--- config.mk ---
export PLATFORM = sky130hd
export DESIGN_NAME = mem_access_ctrl_flat
export DESIGN_NICKNAME = d
export VERILOG_FILES = /design/src/rtl/mem_pkg.sv /design/src/rtl/mem_access_ctrl_if.sv /design/src/rtl/mem_timeout_cnt.sv /design/src/rtl/mem_access_ctrl.sv /design/src/flat_wrapper.sv
export SDC_FILE = /design/constraint.sdc
export NUM_CORES = 1
export LEC_CHECK = 0
export BUFFER_PORTS_ARGS = -buffer_cell sky130_fd_sc_hd__buf_2
export CORE_MARGIN = 1
export CORE_UTILIZATION = 45
export DETAILED_ROUTE_END_ITERATION = 10
export PLACE_DENSITY = 0.77
export SYNTH_ARGS = -nofsm -noshare
export SYNTH_HDL_FRONTEND = slang
export SYNTH_SLANG_ARGS = --single-unit
--- constraint.sdc ---
create_clock -name clk -period 2.1 [get_ports clk]
set_input_delay 0.105 -clock clk [delete_from_list [all_inputs] [get_ports clk]]
set_output_delay 0.105 -clock clk [all_outputs]
set_load 0.03 [all_outputs]
--- src/rtl/mem_pkg.sv ---
// Shared definitions for the MEM-stage data-memory controller: FSM encoding,
// word-alignment mask and default timeout sizing.
package mem_pkg;

  typedef enum logic [1:0] {
    S_IDLE  = 2'b00,
    S_ISSUE = 2'b01,
    S_WAIT  = 2'b10,
    S_DONE  = 2'b11
  } memState;

  // Loads and stores are word accesses, so bit 0 of the address is dropped.
  localparam logic [15:0] ALIGN_MASK = 16'hFFFE;

  localparam int TIMEOUT_DEFAULT = 15;
  localparam int CNT_W_DEFAULT   = 4;

endpackage

--- src/rtl/mem_access_ctrl_if.sv ---
// Pipeline-request and data-memory bus bundle for the MEM-stage controller.
// The controller uses the slave view; the pipeline/memory side uses master.
interface mem_access_ctrl_if #(
  parameter int ADDR_W = 16,
  parameter int DATA_W = 16
);

  // Pipeline request side
  logic              req_valid;
  logic              req_is_load;
  logic              req_is_store;
  logic [ADDR_W-1:0] req_addr;
  logic [DATA_W-1:0] req_wdata;
  logic              stall;
  logic              done;
  logic [DATA_W-1:0] rdata;
  logic              bus_err;

  // Data memory side
  logic              mem_en;
  logic              mem_wr;
  logic [ADDR_W-1:0] mem_addr;
  logic [DATA_W-1:0] mem_wdata;
  logic              mem_ack;
  logic [DATA_W-1:0] mem_rdata;

  modport slave (
    input  req_valid, req_is_load, req_is_store, req_addr, req_wdata,
    input  mem_ack, mem_rdata,
    output stall, done, rdata, bus_err,
    output mem_en, mem_wr, mem_addr, mem_wdata
  );

  modport master (
    output req_valid, req_is_load, req_is_store, req_addr, req_wdata,
    output mem_ack, mem_rdata,
    input  stall, done, rdata, bus_err,
    input  mem_en, mem_wr, mem_addr, mem_wdata
  );

endinterface

--- src/rtl/mem_timeout_cnt.sv ---
// Wait-cycle counter for a single memory access; expired is high in the
// cycle that would be the TIMEOUT-th wait cycle.
module mem_timeout_cnt #(
  parameter int CNT_W   = 4,
  parameter int TIMEOUT = 15
) (
  input  logic clk,
  input  logic rst,
  input  logic clr,
  input  logic en,
  output logic expired
);

  logic [CNT_W-1:0] count;

  // NOTE: state is updated with non-blocking assignments so every flop
  // samples pre-edge values regardless of block ordering.
  always_ff @(posedge clk) begin
    if (rst) begin
      count <= '0;
    end else if (clr) begin
      count <= '0;
    end else if (en) begin
      count <= count + CNT_W'(1);
    end
  end

  assign expired = (count == CNT_W'(TIMEOUT - 1));

endmodule

--- src/rtl/mem_access_ctrl.sv ---
// MEM-stage data-memory controller: one load/store per request against an
// ack-handshaked memory, with pipeline stall and a bounded wait.
module mem_access_ctrl
  import mem_pkg::*;
#(
  parameter int ADDR_W  = 16,
  parameter int DATA_W  = 16,
  parameter int TIMEOUT = TIMEOUT_DEFAULT,
  parameter int CNT_W   = CNT_W_DEFAULT
) (
  input  logic             clk,
  input  logic             rst,
  mem_access_ctrl_if.slave bus
);

  memState           state;
  logic              accept;
  logic              stall;
  logic              cntClr;
  logic              cntEn;
  logic              cntExpired;

  logic              memEnR;
  logic              memWrR;
  logic              doneR;
  logic              busErrR;
  logic [ADDR_W-1:0] memAddrR;
  logic [DATA_W-1:0] memWdataR;
  logic [DATA_W-1:0] rdataR;

  // DONE is excluded by the state test, so a request still held there waits
  // for the following IDLE cycle.
  assign accept = (state == S_IDLE) && bus.req_valid &&
                  (bus.req_is_load || bus.req_is_store);

  // NOTE: the default assignment first keeps this purely combinational;
  // without it a missed branch would infer a latch.
  always_comb begin
    stall = 1'b0;
    case (state)
      S_IDLE:          stall = accept;
      S_ISSUE, S_WAIT: stall = 1'b1;
      default:         stall = 1'b0;
    endcase
  end

  assign cntClr = (state == S_ISSUE);
  assign cntEn  = (state == S_WAIT) && !bus.mem_ack && !cntExpired;

  mem_timeout_cnt #(
    .CNT_W   (CNT_W),
    .TIMEOUT (TIMEOUT)
  ) timeoutCnt (
    .clk     (clk),
    .rst     (rst),
    .clr     (cntClr),
    .en      (cntEn),
    .expired (cntExpired)
  );

  always_ff @(posedge clk) begin
    if (rst) begin
      state     <= S_IDLE;
      memEnR    <= 1'b0;
      memWrR    <= 1'b0;
      doneR     <= 1'b0;
      busErrR   <= 1'b0;
      memAddrR  <= '0;
      memWdataR <= '0;
      rdataR    <= '0;
    end else begin
      memEnR <= 1'b0;
      doneR  <= 1'b0;
      case (state)
        S_IDLE: begin
          if (accept) begin
            memAddrR  <= bus.req_addr & ADDR_W'(ALIGN_MASK);
            memWdataR <= bus.req_wdata;
            memWr_latch: memWrR <= bus.req_is_store;
            busErrR   <= 1'b0;
            memEnR    <= 1'b1;
            state     <= S_ISSUE;
          end
        end
        S_ISSUE: begin
          state <= S_WAIT;
        end
        S_WAIT: begin
          // An ack in the expiry cycle still completes the access normally.
          if (bus.mem_ack) begin
            if (!memWrR) begin
              rdataR <= bus.mem_rdata;
            end
            busErrR <= 1'b0;
            doneR   <= 1'b1;
            state   <= S_DONE;
          end else if (cntExpired) begin
            rdataR  <= '0;
            busErrR <= 1'b1;
            doneR   <= 1'b1;
            state   <= S_DONE;
          end
        end
        S_DONE: begin
          state <= S_IDLE;
        end
        default: begin
          state <= S_IDLE;
        end
      endcase
    end
  end

  assign bus.stall     = stall;
  assign bus.done      = doneR;
  assign bus.rdata     = rdataR;
  assign bus.bus_err   = busErrR;
  assign bus.mem_en    = memEnR;
  assign bus.mem_wr    = memWrR;
  assign bus.mem_addr  = memAddrR;
  assign bus.mem_wdata = memWdataR;

endmodule

--- src/flat_wrapper.sv ---
// flat-port wrapper written by rule: the top's interface ports become plain ports
module mem_access_ctrl_flat import mem_pkg::*;
#(
  parameter int ADDR_W  = 16,
  parameter int DATA_W  = 16,
  parameter int TIMEOUT = TIMEOUT_DEFAULT,
  parameter int CNT_W   = CNT_W_DEFAULT
)
  (clk, rst, bus_req_valid, bus_req_is_load, bus_req_is_store, bus_req_addr, bus_req_wdata, bus_mem_ack, bus_mem_rdata, bus_stall, bus_done, bus_rdata, bus_bus_err, bus_mem_en, bus_mem_wr, bus_mem_addr, bus_mem_wdata);
  mem_access_ctrl_if #(.ADDR_W(ADDR_W), .DATA_W(DATA_W)) bus_i ();
  input  logic clk;
  input  logic rst;
  input wire logic [$bits(bus_i.req_valid)-1:0] bus_req_valid;
  input wire logic [$bits(bus_i.req_is_load)-1:0] bus_req_is_load;
  input wire logic [$bits(bus_i.req_is_store)-1:0] bus_req_is_store;
  input wire logic [$bits(bus_i.req_addr)-1:0] bus_req_addr;
  input wire logic [$bits(bus_i.req_wdata)-1:0] bus_req_wdata;
  input wire logic [$bits(bus_i.mem_ack)-1:0] bus_mem_ack;
  input wire logic [$bits(bus_i.mem_rdata)-1:0] bus_mem_rdata;
  output wire logic [$bits(bus_i.stall)-1:0] bus_stall;
  output wire logic [$bits(bus_i.done)-1:0] bus_done;
  output wire logic [$bits(bus_i.rdata)-1:0] bus_rdata;
  output wire logic [$bits(bus_i.bus_err)-1:0] bus_bus_err;
  output wire logic [$bits(bus_i.mem_en)-1:0] bus_mem_en;
  output wire logic [$bits(bus_i.mem_wr)-1:0] bus_mem_wr;
  output wire logic [$bits(bus_i.mem_addr)-1:0] bus_mem_addr;
  output wire logic [$bits(bus_i.mem_wdata)-1:0] bus_mem_wdata;
  assign bus_i.req_valid = bus_req_valid;
  assign bus_i.req_is_load = bus_req_is_load;
  assign bus_i.req_is_store = bus_req_is_store;
  assign bus_i.req_addr = bus_req_addr;
  assign bus_i.req_wdata = bus_req_wdata;
  assign bus_i.mem_ack = bus_mem_ack;
  assign bus_i.mem_rdata = bus_mem_rdata;
  assign bus_stall = bus_i.stall;
  assign bus_done = bus_i.done;
  assign bus_rdata = bus_i.rdata;
  assign bus_bus_err = bus_i.bus_err;
  assign bus_mem_en = bus_i.mem_en;
  assign bus_mem_wr = bus_i.mem_wr;
  assign bus_mem_addr = bus_i.mem_addr;
  assign bus_mem_wdata = bus_i.mem_wdata;
  mem_access_ctrl #(.ADDR_W(ADDR_W), .DATA_W(DATA_W), .TIMEOUT(TIMEOUT), .CNT_W(CNT_W)) u_core (.clk(clk), .rst(rst), .bus(bus_i));
endmodule
==> flow_summary.toml <==
[global_routing]
use_met2_pct = 32.7
use_met1_pct = 24.0
grt_usage_pct = 20.0
overflow = 0
grt_pass1_vias = 2008
antenna_found_initial = 0
met3_usage_pct = 7.05
grt_max_degree = 43
busiest_layer = "met2"
grt_pass1_wl_um = 8530

[timing]
final.setup.tns_ns = 0
finalHoldViolations = 0
worst_pin_slew_ns = 0.671
grt_setup_unrepaired = "false"
finalSetupViolations = 0
worst_clock_skew_ns = 0.00800
slew_viol_final = 0
max_freq_mhz = 562
post-route-period-util_pct = 84.8
final.min_clock_period_ns = 1.78
whs_ns = 0.00955
max_slew_margin_pct = 55.3
postLayoutSetupSlackWorst_ns = 0.320

[logic_synthesis]
yosys_warnings = 0
synthesis.area_um2 = 2370
synth_xor_xnor_area_share_pct = 0
synth_seq_area_share_pct = 48.2
synthCells = 294
synthMuxAreaShare_pct = 0.898
synth_top_family_by_area = "simple AND/OR/NAND/NOR gates"
syn_area_per_cell_um2 = 8.06
synth-adder-area-share_pct = 3.70
synthArstFlopShare_pct = 0
synth_flop_cell = "dfxtp_1"
synth_compound_area_share_pct = 17.0
synthDistinctLibCells = 37
synth-simple-area-share_pct = 23.4
synth_nets = 355
synth_edf_count = 0
synth-seq-cells = 57

[critical_path]
arrival_ns = 1.68
path_max_fanout = 8
slowest_stage = "dfxtp_1"
crit_top_cell = "nor2_1"
cp-end-kind = "output port"
path_buf_inv = 2
critPathRequiredTime_ns = 2.00
crit_type = "register to output port"
worstPathCellList = "inv_1, ha_1, o211a_1, nor2_1, nor2_1, buf_2"
path_depth = 6
slowest_delay_ns = 0.34
critPathTopFamily = "flip-flops"
r2r_cells = 5
start_kind = "register"

[layout]
fillerInstances = 477
nets = 458
fin_cells = 472
areaGrowthSynthToFinish_pct = 32.5
final_util_pct = 61.9
drive_above_1_share_pct = 33.1
final_area_um2 = 3140
antenna_cells = 0

[drt]
ant_nets = 0
route.vias.total = 2344
wl_per_cell_um = 11.8
drc = 0
routed_via_density = 4.97
dr.pass1.iters = 4
routed_wl_um = 5570
dr.first_iter.drc_count = 106

[place]
gp_congestion = 0.747
placed_area_um2 = 2880
portBuffers = 104
dp_hpwl_um = 3820
dpl.cell_count = 450
dp_slack_ns = 0.374

[min_path]
worstHoldPathType = "input port to register"
hold_path_depth = 3

[die]
dieWidth_um = 74.6
start_util_pct = 46.7
die_area_um2 = 5560
io_pins = 107
die_h_um = 74.6
coreArea_um2 = 5070
row_count = 26

[cts]
cts_setup_buffers = 0
clk-insertion-delay-late_ns = 0.33
cts_made_buffers = 9
clock-root-buffer = "clkbuf_8"
tritoncts = "done"
htree_levels = 3
clk_pin_slew_ns = 0.07
cts.sink_count = 57
clockBufferDepth = 2

[pwr]
p_per_area_nw_per_um2 = 1200
vdd_drop_max_mv = 0.633
p_leak_nw = 1.42
power_mw = 3.75

[run_status]
status = "complete, no violations"

[run]
drv_cap = 0
-- per-layer routing --
layer	share of wire, %	vias to the layer above	routed length, µm
li1	-	1193	-
met1	44	1073	2450
met2	50	74	2760
met3	5.5	4	305
met4	0.95	0	53
met5	0	-	0
-- Yosys cell counts, types with 2 or more instances --
cell,n,area share (%)
inv_1,6,0.95
buf_4,4,1.3
a21oi_1,35,7.4
buf_2,9,1.9
o211a_1,2,0.84
nor2_1,6,0.95
a31oi_1,15,4.0
nand2_1,98,16
clkbuf_1,8,1.3
o21ai_0,2,0.42
dfxtp_1,57,48
ha_1,7,3.7
nand3_1,20,4.2
a31oi_2,2,1.1
-- final timing paths --
| path | startpoint | to | slack, ns |
|---|---|---|---|
| min | bus_req_wdata[15] | u_core.bus.mem_wdata[15]$_SDFFE_PP0P_ | 0.01 |
| max | u_core.state[0]$_SDFFE_PP0P_ | bus_stall | 0.32 |
| min reg2reg | u_core.bus.mem_wdata[4]$_SDFFE_PP0P_ | u_core.bus.mem_wdata[4]$_SDFFE_PP0P_ | 0.45 |
| max reg2reg | u_core.state[0]$_SDFFE_PP0P_ | u_core.timeoutCnt.count[2]$_SDFFE_PP0P_ | 0.36 |
-- final cells by class --
type	count	area [µm²]	area share, %
clock inverter	5	55.1	1.75
timing repair buffer	115	618	19.7
tap	70	87.6	2.79
sequential	57	1140	36.3
clock buffer	11	141	4.50
inverter	7	26.3	0.837
multi-input combinational	207	1070	34.1
-- placed cells by master (no fill, tap or decap), types with 2 or more instances in the layout --
master         Yosys  final
dlygate4sd3_1      0      6
ha_1               7      7
nand2_1           98     98
buf_2              9    104
clkbuf_8           0     10
a31oi_1           15     15
a31oi_2            2      2
nor2_1             6      6
dfxtp_1           57     57
o211a_1            2      2
a21oi_1           35     35
clkinvlp_4         0      2
clkinv_2           0      2
o21ai_0            2      2
nand3_1           20     20
inv_1              6      6
buf_4              4      5
-- worst reg2reg max path, delay by kind of cell (launching register included) --
kind | cells | cell delay [ns]
adders and majority gates | 1 | 0.34
AOI/OAI and AO/OA | 1 | 0.14
and+or+nand+nor | 1 | 0.51
DFF | 1 | 0.34
buffers and inverters | 2 | 0.36
-- power breakdown --
part | leakage (nW) | total (mW) | switching, mW | internal, mW
registers | 0.464 | 1.39 | 0.115 | 1.27
clock network | 0.0953 | 0.994 | 0.418 | 0.576
logic | 0.863 | 1.37 | 0.941 | 0.431
-- state kept, by name, indices dropped and copies added, names as in the netlist --
signal,flops
u_core.bus.mem_wdata,16
u_core.bus.rdata,16
u_core.bus.mem_addr,15
u_core.timeoutCnt.count,4
u_core.state,2
u_core.bus.bus_err,1
u_core.bus.done,1
u_core.bus.mem_en,1
u_core.bus.mem_wr,1
-- kinds of logic after synthesis --
family | Yosys count
AO/OA/AOI/OAI | 65
adder cells (fa/ha/maj) | 7
buffers and inverters | 30
flip-flops | 57
multiplexers | 2
other | 1
AND/OR/NAND/NOR | 132
-- what timing repair did --
item	in CTS	in global routing
resized for setup	0	0
hold endpoints to repair	5	1
hold buffers	5	1
(Power assumes the default switching activity.)
